## config.mk

```make
export PLATFORM = sky130hd
export DESIGN_NAME = booth_seq_multiplier
export DESIGN_NICKNAME = d
export VERILOG_FILES = /design/src/rtl/booth_seq_multiplier.sv
export SDC_FILE = /design/constraint.sdc
export NUM_CORES = 1
export LEC_CHECK = 0
export CAP_MARGIN = 20
export CORE_MARGIN = 4
export CORE_UTILIZATION = 53
export DETAILED_ROUTE_END_ITERATION = 8
export GPL_ROUTABILITY_DRIVEN = 0
export MAX_ROUTING_LAYER = met4
export PLACE_DENSITY = 0.77
export RECOVER_POWER = 100
export SYNTH_ARGS = -nofsm -noshare
export SYNTH_HDL_FRONTEND = slang
export SYNTH_SLANG_ARGS = --single-unit
export TNS_END_PERCENT = 100
```

## constraint.sdc

```tcl
create_clock -name clk -period 5.78 [get_ports clk]
set_input_delay 1.156 -clock clk [delete_from_list [all_inputs] [get_ports clk]]
set_output_delay 1.156 -clock clk [all_outputs]
set_load 0.05 [all_outputs]
```

## src/rtl/booth_seq_multiplier.sv

```systemverilog
// booth_seq_multiplier: sequential radix-4 modified-Booth significand multiplier.
// Accepts two unsigned N-bit significands, retires one Booth digit per cycle and
// returns the exact 2N-bit product. Both sides use valid/ready handshakes.
//
// Handshake rule (both ports): a transfer happens on a rising clock edge where
// valid && ready are both high. in_ready/out_valid come straight from the state
// register, so neither depends combinationally on in_valid or out_ready.
module booth_seq_multiplier #(
  parameter int SIG_WIDTH = 23
) (
  input  logic                       clk,
  input  logic                       rst,
  input  logic                       in_valid,
  output logic                       in_ready,
  input  logic [SIG_WIDTH:0]         a_sig,
  input  logic [SIG_WIDTH:0]         b_sig,
  output logic                       out_valid,
  input  logic                       out_ready,
  output logic [2*(SIG_WIDTH+1)-1:0] product,
  output logic                       busy,
  output logic [1:0]                 dbg_state
);

  localparam int N      = SIG_WIDTH + 1;
  localparam int DIGITS = (N + 2) / 2;       // ceil((N+1)/2)
  localparam int BW     = SIG_WIDTH + 3;     // signed multiple width (holds +-2b)
  localparam int AW     = 2 * N + 4;         // accumulator width
  localparam int MW     = N + 2;             // multiplier with guard bits
  localparam int CW     = $clog2(DIGITS);

  typedef enum logic [1:0] {
    S_IDLE = 2'd0,
    S_BUSY = 2'd1,
    S_DONE = 2'd2
  } state_t;

  state_t state_q, state_d;

  logic        [MW-1:0]  mult_q;    // remaining multiplier bits, triplet in [2:0]
  logic signed [BW-1:0]  b_q, mb_q, tb_q, mtb_q;
  logic signed [AW-1:0]  acc_q;
  logic        [CW-1:0]  cnt_q;
  logic        [2*N-1:0] product_q;

  logic                  accept;
  logic                  last_digit;
  logic signed [BW-1:0]  sel;
  logic signed [AW-1:0]  pp;
  logic signed [AW-1:0]  acc_next;

  // Modified-Booth recoder: triplet {a[2i+1], a[2i], a[2i-1]} -> digit in {-2..2},
  // returned as one-hot {neg2, neg1, pos1, pos2}; all zero means digit 0.
  function automatic logic [3:0] booth_recode(input logic [2:0] t);
    logic [3:0] r;
    r = 4'b0000;
    case (t)
      3'b001, 3'b010: r = 4'b0010;   // +b
      3'b011:         r = 4'b0001;   // +2b
      3'b100:         r = 4'b1000;   // -2b
      3'b101, 3'b110: r = 4'b0100;   // -b
      default:        r = 4'b0000;   // 000, 111 -> 0
    endcase
    return r;
  endfunction

  assign accept     = (state_q == S_IDLE) && in_valid;
  assign last_digit = (cnt_q == CW'(DIGITS - 1));

  // Partial product for the current digit: select multiple, sign-extend, shift by 2i.
  always_comb begin
    logic [3:0] dig;
    dig = booth_recode(mult_q[2:0]);
    sel = '0;
    unique case (1'b1)
      dig[0]:  sel = tb_q;
      dig[1]:  sel = b_q;
      dig[2]:  sel = mb_q;
      dig[3]:  sel = mtb_q;
      default: sel = '0;
    endcase
    pp       = {{(AW-BW){sel[BW-1]}}, sel} <<< {cnt_q, 1'b0};
    acc_next = acc_q + pp;
  end

  // Next-state logic; status outputs are pure decodes of the current state.
  always_comb begin
    state_d   = state_q;
    in_ready  = 1'b0;
    out_valid = 1'b0;
    busy      = 1'b0;
    unique case (state_q)
      S_IDLE: begin
        in_ready = 1'b1;
        if (in_valid) state_d = S_BUSY;
      end
      S_BUSY: begin
        busy = 1'b1;
        if (last_digit) state_d = S_DONE;
      end
      S_DONE: begin
        out_valid = 1'b1;
        if (out_ready) state_d = S_IDLE;
      end
      default: state_d = S_IDLE;
    endcase
  end

  // State register.
  always_ff @(posedge clk or posedge rst) begin
    if (rst) state_q <= S_IDLE;
    else     state_q <= state_d;
  end

  // Datapath: capture operands and multiples on accept, accumulate one digit per BUSY cycle.
  always_ff @(posedge clk or posedge rst) begin
    if (rst) begin
      mult_q    <= '0;
      b_q       <= '0;
      mb_q      <= '0;
      tb_q      <= '0;
      mtb_q     <= '0;
      acc_q     <= '0;
      cnt_q     <= '0;
      product_q <= '0;
    end else if (accept) begin
      mult_q <= {1'b0, a_sig, 1'b0};
      b_q    <= BW'(b_sig);
      mb_q   <= -BW'(b_sig);
      tb_q   <= BW'(b_sig) <<< 1;
      mtb_q  <= -(BW'(b_sig) <<< 1);
      acc_q  <= '0;
      cnt_q  <= '0;
    end else if (state_q == S_BUSY) begin
      acc_q  <= acc_next;
      mult_q <= mult_q >> 2;
      cnt_q  <= cnt_q + CW'(1);
      if (last_digit) product_q <= acc_next[2*N-1:0];
    end
  end

  assign product   = product_q;
  assign dbg_state = state_q;

endmodule
```

==> Yosys cells after proc, flatten, opt, wreduce, memory -nomap -nowiden <==
Index checks and enable logic that the tools add are counted.
{ "word_totals": {"reg_bits": 208, "inputBits": 52, "out_inout_bits": 53, "elab_cells": 48} }
{ "op_classes": {"n_addsub": 4, "eq_ne": 12, "shifts": 1, "muxes": 15, "bitwise": 1, "n_reduce_logical": 7} }
{ "op_table": {"columns": ["op", "n"], "rows": [
  ["$mux W52", 2],
  ["$pmux W26 S4", 1],
  ["$add A52 B52 Y52", 1],
  ["$mux W26", 2],
  ["$sshl A52 B5 Y52", 1],
  ["$neg A24 Y26", 1],
  ["$neg A25 Y26", 1],
  ["$pmux W4 S4", 1],
  ["$eq A3 B3 Y1 const B", 3],
  ["$mux W4", 2],
  ["$eq A3 B2 Y1 const B", 2],
  ["$mux W2", 3],
  ["$ne A2 B2 Y1 const B", 3],
  ["$pmux W2 S3", 1],
  ["$reduce_and A3 Y1", 2],
  ["$add A4 B1 Y4 const B", 1],
  ["$eq A4 B4 Y1 const B", 1],
  ["$reduce_or A2 Y1", 2],
  ["$eq A3 B1 Y1 const B", 1],
  ["$mux W1", 3],
  ["$eq A2 B1 Y1 const B", 1],
  ["$eq A2 B2 Y1 const B", 1],
  ["$logic_not A2 Y1", 1],
  ["$reduce_bool A2 Y1", 1],
  ["2 further kinds", 2]
]} }

==> Longest topological paths before layout <==
{ "logic_depth": {"ltp_word": 8, "ltp_mapped": 21, "mapped_depth_nobuf": 17} }

==> Least setup slack after synthesis <==
OpenSTA, ideal clock, no wires.
{ "synth_timing": {"path_type": "register to register", "start": "register mult_q[2]", "end": "register acc_q[45]", "setup_ns": 0.131, "arrival_ns": 4.293, "t_required_ns": 5.649, "slack_ns": 1.356, "stages_incl_launch_ff": 18, "cell_sequence": "dfrtp_1 -> clkbuf_1 -> clkbuf_1 -> buf_1 -> a21oi_1 -> mux2i_1 -> mux2i_1 -> mux2i_1 -> mux2i_1 -> ha_1 -> clkbuf_1 -> nand4_1 -> or3_1 -> or3_1 -> a211o_1 -> a21oi_1 -> nor3_1 -> or3b_1"} }
{ "synth_between": {"elab_chain_len": 8, "elab_cells_between_ends": 14, "classes_between": "1 x add/sub; 6 x eq/ne; 1 x shift; 4 x mux; 2 x reduce/logical"} }
{ "synth_rtl": {"columns": ["item", "line", "rtl"], "rows": [
  ["start: declaration", "39", "logic [MW-1:0] mult_q;"],
  ["start signal: assignment", "126", "mult_q <= {1'b0, a_sig, 1'b0};"],
  ["start signal: assignment", "135", "mult_q <= mult_q >> 2;"],
  ["$eq A3 B3 Y1 (tied with other cells)", "56", "case (t)"],
  ["$reduce_or A2 Y1", "56", null],
  ["$pmux W4 S4 (*)", "56", null],
  ["$pmux W26 S4 (*)", "74", "unique case (1'b1)"],
  ["$sshl A52 B5 Y52 (*)", "81", "pp = {{(AW-BW){sel[BW-1]}}, sel} <<< {cnt_q, 1'b0};"],
  ["$add A52 B52 Y52 (*)", "82", "acc_next = acc_q + pp;"],
  ["$mux W52 (*)", "133", "end else if (state_q == S_BUSY) begin"],
  ["$mux W52 (*)", "125", "end else if (accept) begin"],
  ["end signal: assignment", "134", "acc_q <= acc_next;"],
  ["end: declaration", "41", "logic signed [AW-1:0] acc_q;"]
]} }
Mark *: on every way between the ends. The rest lies on a longest branch, timed or not. The select of a mux whose other input is x is not followed.
A chain may end at the register's enable or synchronous reset.

==> Worst setup path in the final report <==
{ "layout_timing": {"start": "register mult_q[2]", "end": "register acc_q[40]"} }
The elaborated chain is that of the path after synthesis.

==> impl_metrics.toml <==
[global_route]
grt_pass1_vias = 10471
grt_pass1_wl_um = 53500
grt_use_total_pct = 27.2
grt_antenna_before_repair = 0
grt.overflow.total = 0
grt_max_degree = 177

[yosys]
muxShareOfSynthArea_pct = 6.61
async_reset_ff_share_pct = 100
syn_area_mm2 = 0.0119
synth_area_per_cell_um2 = 8.23
syn-instance-count = 1444
synth-warning-count = 0
synthSimpleGateAreaFrac_pct = 19.7
syn-num-nets = 1547
synth_edf_count = 0
synth_top_family_by_area = "compound AO/OA/AOI/OAI gates"
synthAdderAreaFrac_pct = 5.44
synth-compound-area-share_pct = 23.1
synth_xor_area_share_pct = 3.91
synth_cell_types = 68
ys.flop_type = "dfrtp_1"
synth-seq-area-share_pct = 37.1
ys_ff_latch = 176

[timing]
setup_viol = 0
rsz0062_at_grt = "no"
hold_viol = 0
finalCriticalPeriod_ns = 5.26
slew_violations = 389
min_period_over_period_pct = 91.0
slew_headroom_pct = -82.7
fin_ws_ns = 0.520
max_freq_mhz = 190
finalClockSkew_ns = 0.00949
fin_setup_tns_ns = 0
tightest_slew_ns = 2.74

[place]
dpl.hpwl_um = 23500
post-place-ws_ns = 0.694
io_buffers = 104

[die]
die_h_um = 158
die_w_um = 158
fp-row-count = 54
ioPinCount = 105
die_area_mm2 = 0.0249
design.core.area_mm2 = 0.0220
start_util_pct = 54.1

[drt]
first_pass_iters = 8
dr_wl_met2_um = 14700
drt-total-wl_um = 32700
met1_length_um = 14100
highest_layer = "met4"
route.detailed.drc = 0
met3_length_um = 2790
viasPerCell = 6.26
dr_total_vias = 11124
ant_nets = 0
drt_iter0_drc = 1174
routedWlPerCell_um = 18.4

[layout]
area_delta_synth_final_pct = 15.3
ff_latch_area_mm2 = 0.00440
diodes = 0
fillers = 1909
multi_input_area_mm2 = 0.00700
drive_above_1_share_pct = 4.61
nets = 1588

[critical_path]
slowest_stage = "dfrtp_1"
cpPeakStageDelay_ns = 0.86
worst-path-buf-inv = 1
crit_path_cell_trace = "buf_4, a221oi_1, a21oi_1, mux2i_1, mux2i_1, nor2_1, a21o_1, nor2_1, ha_1, a211oi_1, nor2_1, o31ai_1, nand4_1, a41oi_2, o21ai_1, nor4b_1, or3_1"
cp-end-kind = "flop"
crit_path_frequent_cell = "nor2_1"
path_delay_family = "compound AO/OA/AOI/OAI gates"
start_kind = "flop"
worst_ep_arrival_time_ns = 5.57
criticalPathCategory = "reg2reg"
cp_data_required_time_ns = 6.09
worstPathMaxFanout = 25

[outcome]
outcome = "finished, violations left"
violations = "capacitance limit, slew limit"

[clock_tree]
htree_levels = 4
clockBufferDepth = 2
cts_made_buffers = 17
cts_setup_buffers = 0
cts_sinks = 176
clockRootBuffer = "clkbuf_16"
hold_buffers = 0
cts_tree = "done"
clk_pin_slew_worst_paths_ns = 0.07
cts_resized = 0
clock_latency_ns = 0.44

[worst_hold_path]
hp-class = "reg2reg"

[flow_run]
cap_violations = 5
[placed cells by master, fill, tap and decap left out, types with 5 or more instances in the layout]
cell,n
nand2_1,271
dfrtp_1,176
o21ai_0,136
a21oi_1,100
nor2_1,81
nand3_1,73
mux2i_1,65
dlygate4sd3_1,56
a22oi_1,52
ha_1,50
clkdlybuf4s50_1,48
xnor2_1,29
inv_1,28
o31ai_1,23
a21o_1,23
xor2_1,23
nand4_1,21
a221oi_1,19
nor3_1,17
clkbuf_16,17
a211oi_1,11
o21a_1,11
buf_4,11
o21bai_1,9
or3_1,9
o22ai_1,9
and2_1,7
nor4_1,6
or4_1,6
and3_1,6
o211ai_1,5
a2111oi_0,5
a211o_1,5
mux2_2,5
bufinv_16,5
[logic make-up (layout without fill, tap and decap cells)]
kind of cell / count (synthesis) / count (layout)
compound gates: 436 / 436
simple gates: 524 / 524
fa+ha+maj: 51 / 51
buf+inv: 130 / 184
xor+xnor: 53 / 53
flops: 176 / 176
mux: 74 / 74
[sequential cells by signal, indices dropped and copies added, names as in the netlist]
signal     flops
mb_q          26
product       48
acc_q         48
cnt_q          4
b_q           23
mult_q        25
dbg_state      2
[layout make-up]
type,count,share of cell area [%]
multi-input cells,1138,51.1
well taps,280,2.56
clock buffers,20,3.41
flip-flops and latches,176,32.2
repair buffers,121,8.41
inverters,31,0.877
clock inverters,12,1.49
[tightest hold or removal path: stages (launching register included)]
cell     delay, ns
dfrtp_1       0.34
nand2_1       0.04
o21ai_0       0.06
[synth_stat cells (5+ instances only)]
library cell | count | share of area (%)
and3_1 | 6 | 0.32
a21oi_1 | 100 | 4.2
mux2_2 | 6 | 0.57
a211oi_1 | 11 | 0.70
a211o_1 | 5 | 0.37
o211ai_1 | 5 | 0.32
nand2b_1 | 5 | 0.26
o21a_1 | 11 | 0.70
nand4_1 | 21 | 1.1
a221oi_1 | 18 | 1.3
mux2i_1 | 65 | 5.5
a2111oi_0 | 5 | 0.37
and2_1 | 8 | 0.42
nor3_1 | 17 | 0.72
or3_1 | 9 | 0.47
o21ai_0 | 133 | 5.6
o21ai_1 | 6 | 0.25
o22ai_1 | 9 | 0.47
nand2_1 | 271 | 8.6
dfrtp_1 | 176 | 37
buf_1 | 15 | 0.47
a21o_1 | 23 | 1.5
ha_1 | 50 | 5.3
inv_1 | 29 | 0.92
nand3_1 | 73 | 3.1
o31ai_1 | 23 | 1.5
xor2_1 | 24 | 1.8
nor2_1 | 81 | 2.6
xnor2_1 | 29 | 2.1
clkbuf_1 | 80 | 2.5
a22oi_1 | 52 | 3.3
o21bai_1 | 9 | 0.57
nor4_1 | 6 | 0.32
[per-stage QoR]
stage	cell area, um^2	cells	util, %	hold WS, ns
6_report	13700	1778	62.4	0.475
2_1_floorplan	11900	1444	-	0.439
5_1_grt	13700	1778	62.4	0.492
3_5_place_dp	13100	1746	59.5	0.464
3_3_place_gp	13100	1746	59.5	0.460
4_1_cts	13700	1778	62.6	0.482
[layer usage]
layer	GRT usage [%]	up-vias
met3	5.19	96
met1	36.9	5198
met2	40.8	524
met5	-	-
met4	9.87	0
li1	-	5306
[worst paths after layout]
check | to | start | cells past startpoint | slack (ns)
setup / recovery | acc_q[40] | mult_q[2] | 17 | 0.52
hold / removal | product[34] | product[34] | 2 | 0.48
setup reg to reg | acc_q[40] | mult_q[2] | 17 | 0.52
hold reg to reg | product[34] | product[34] | 2 | 0.48
max in group asynchronous | product[13] | rst | 3 | 2.10
min in group asynchronous | product[10] | rst | 3 | 1.96
Power is left out: the tool's default activity adds up to more than one toggle a clock period on the data nets, which glitch-free logic cannot reach.
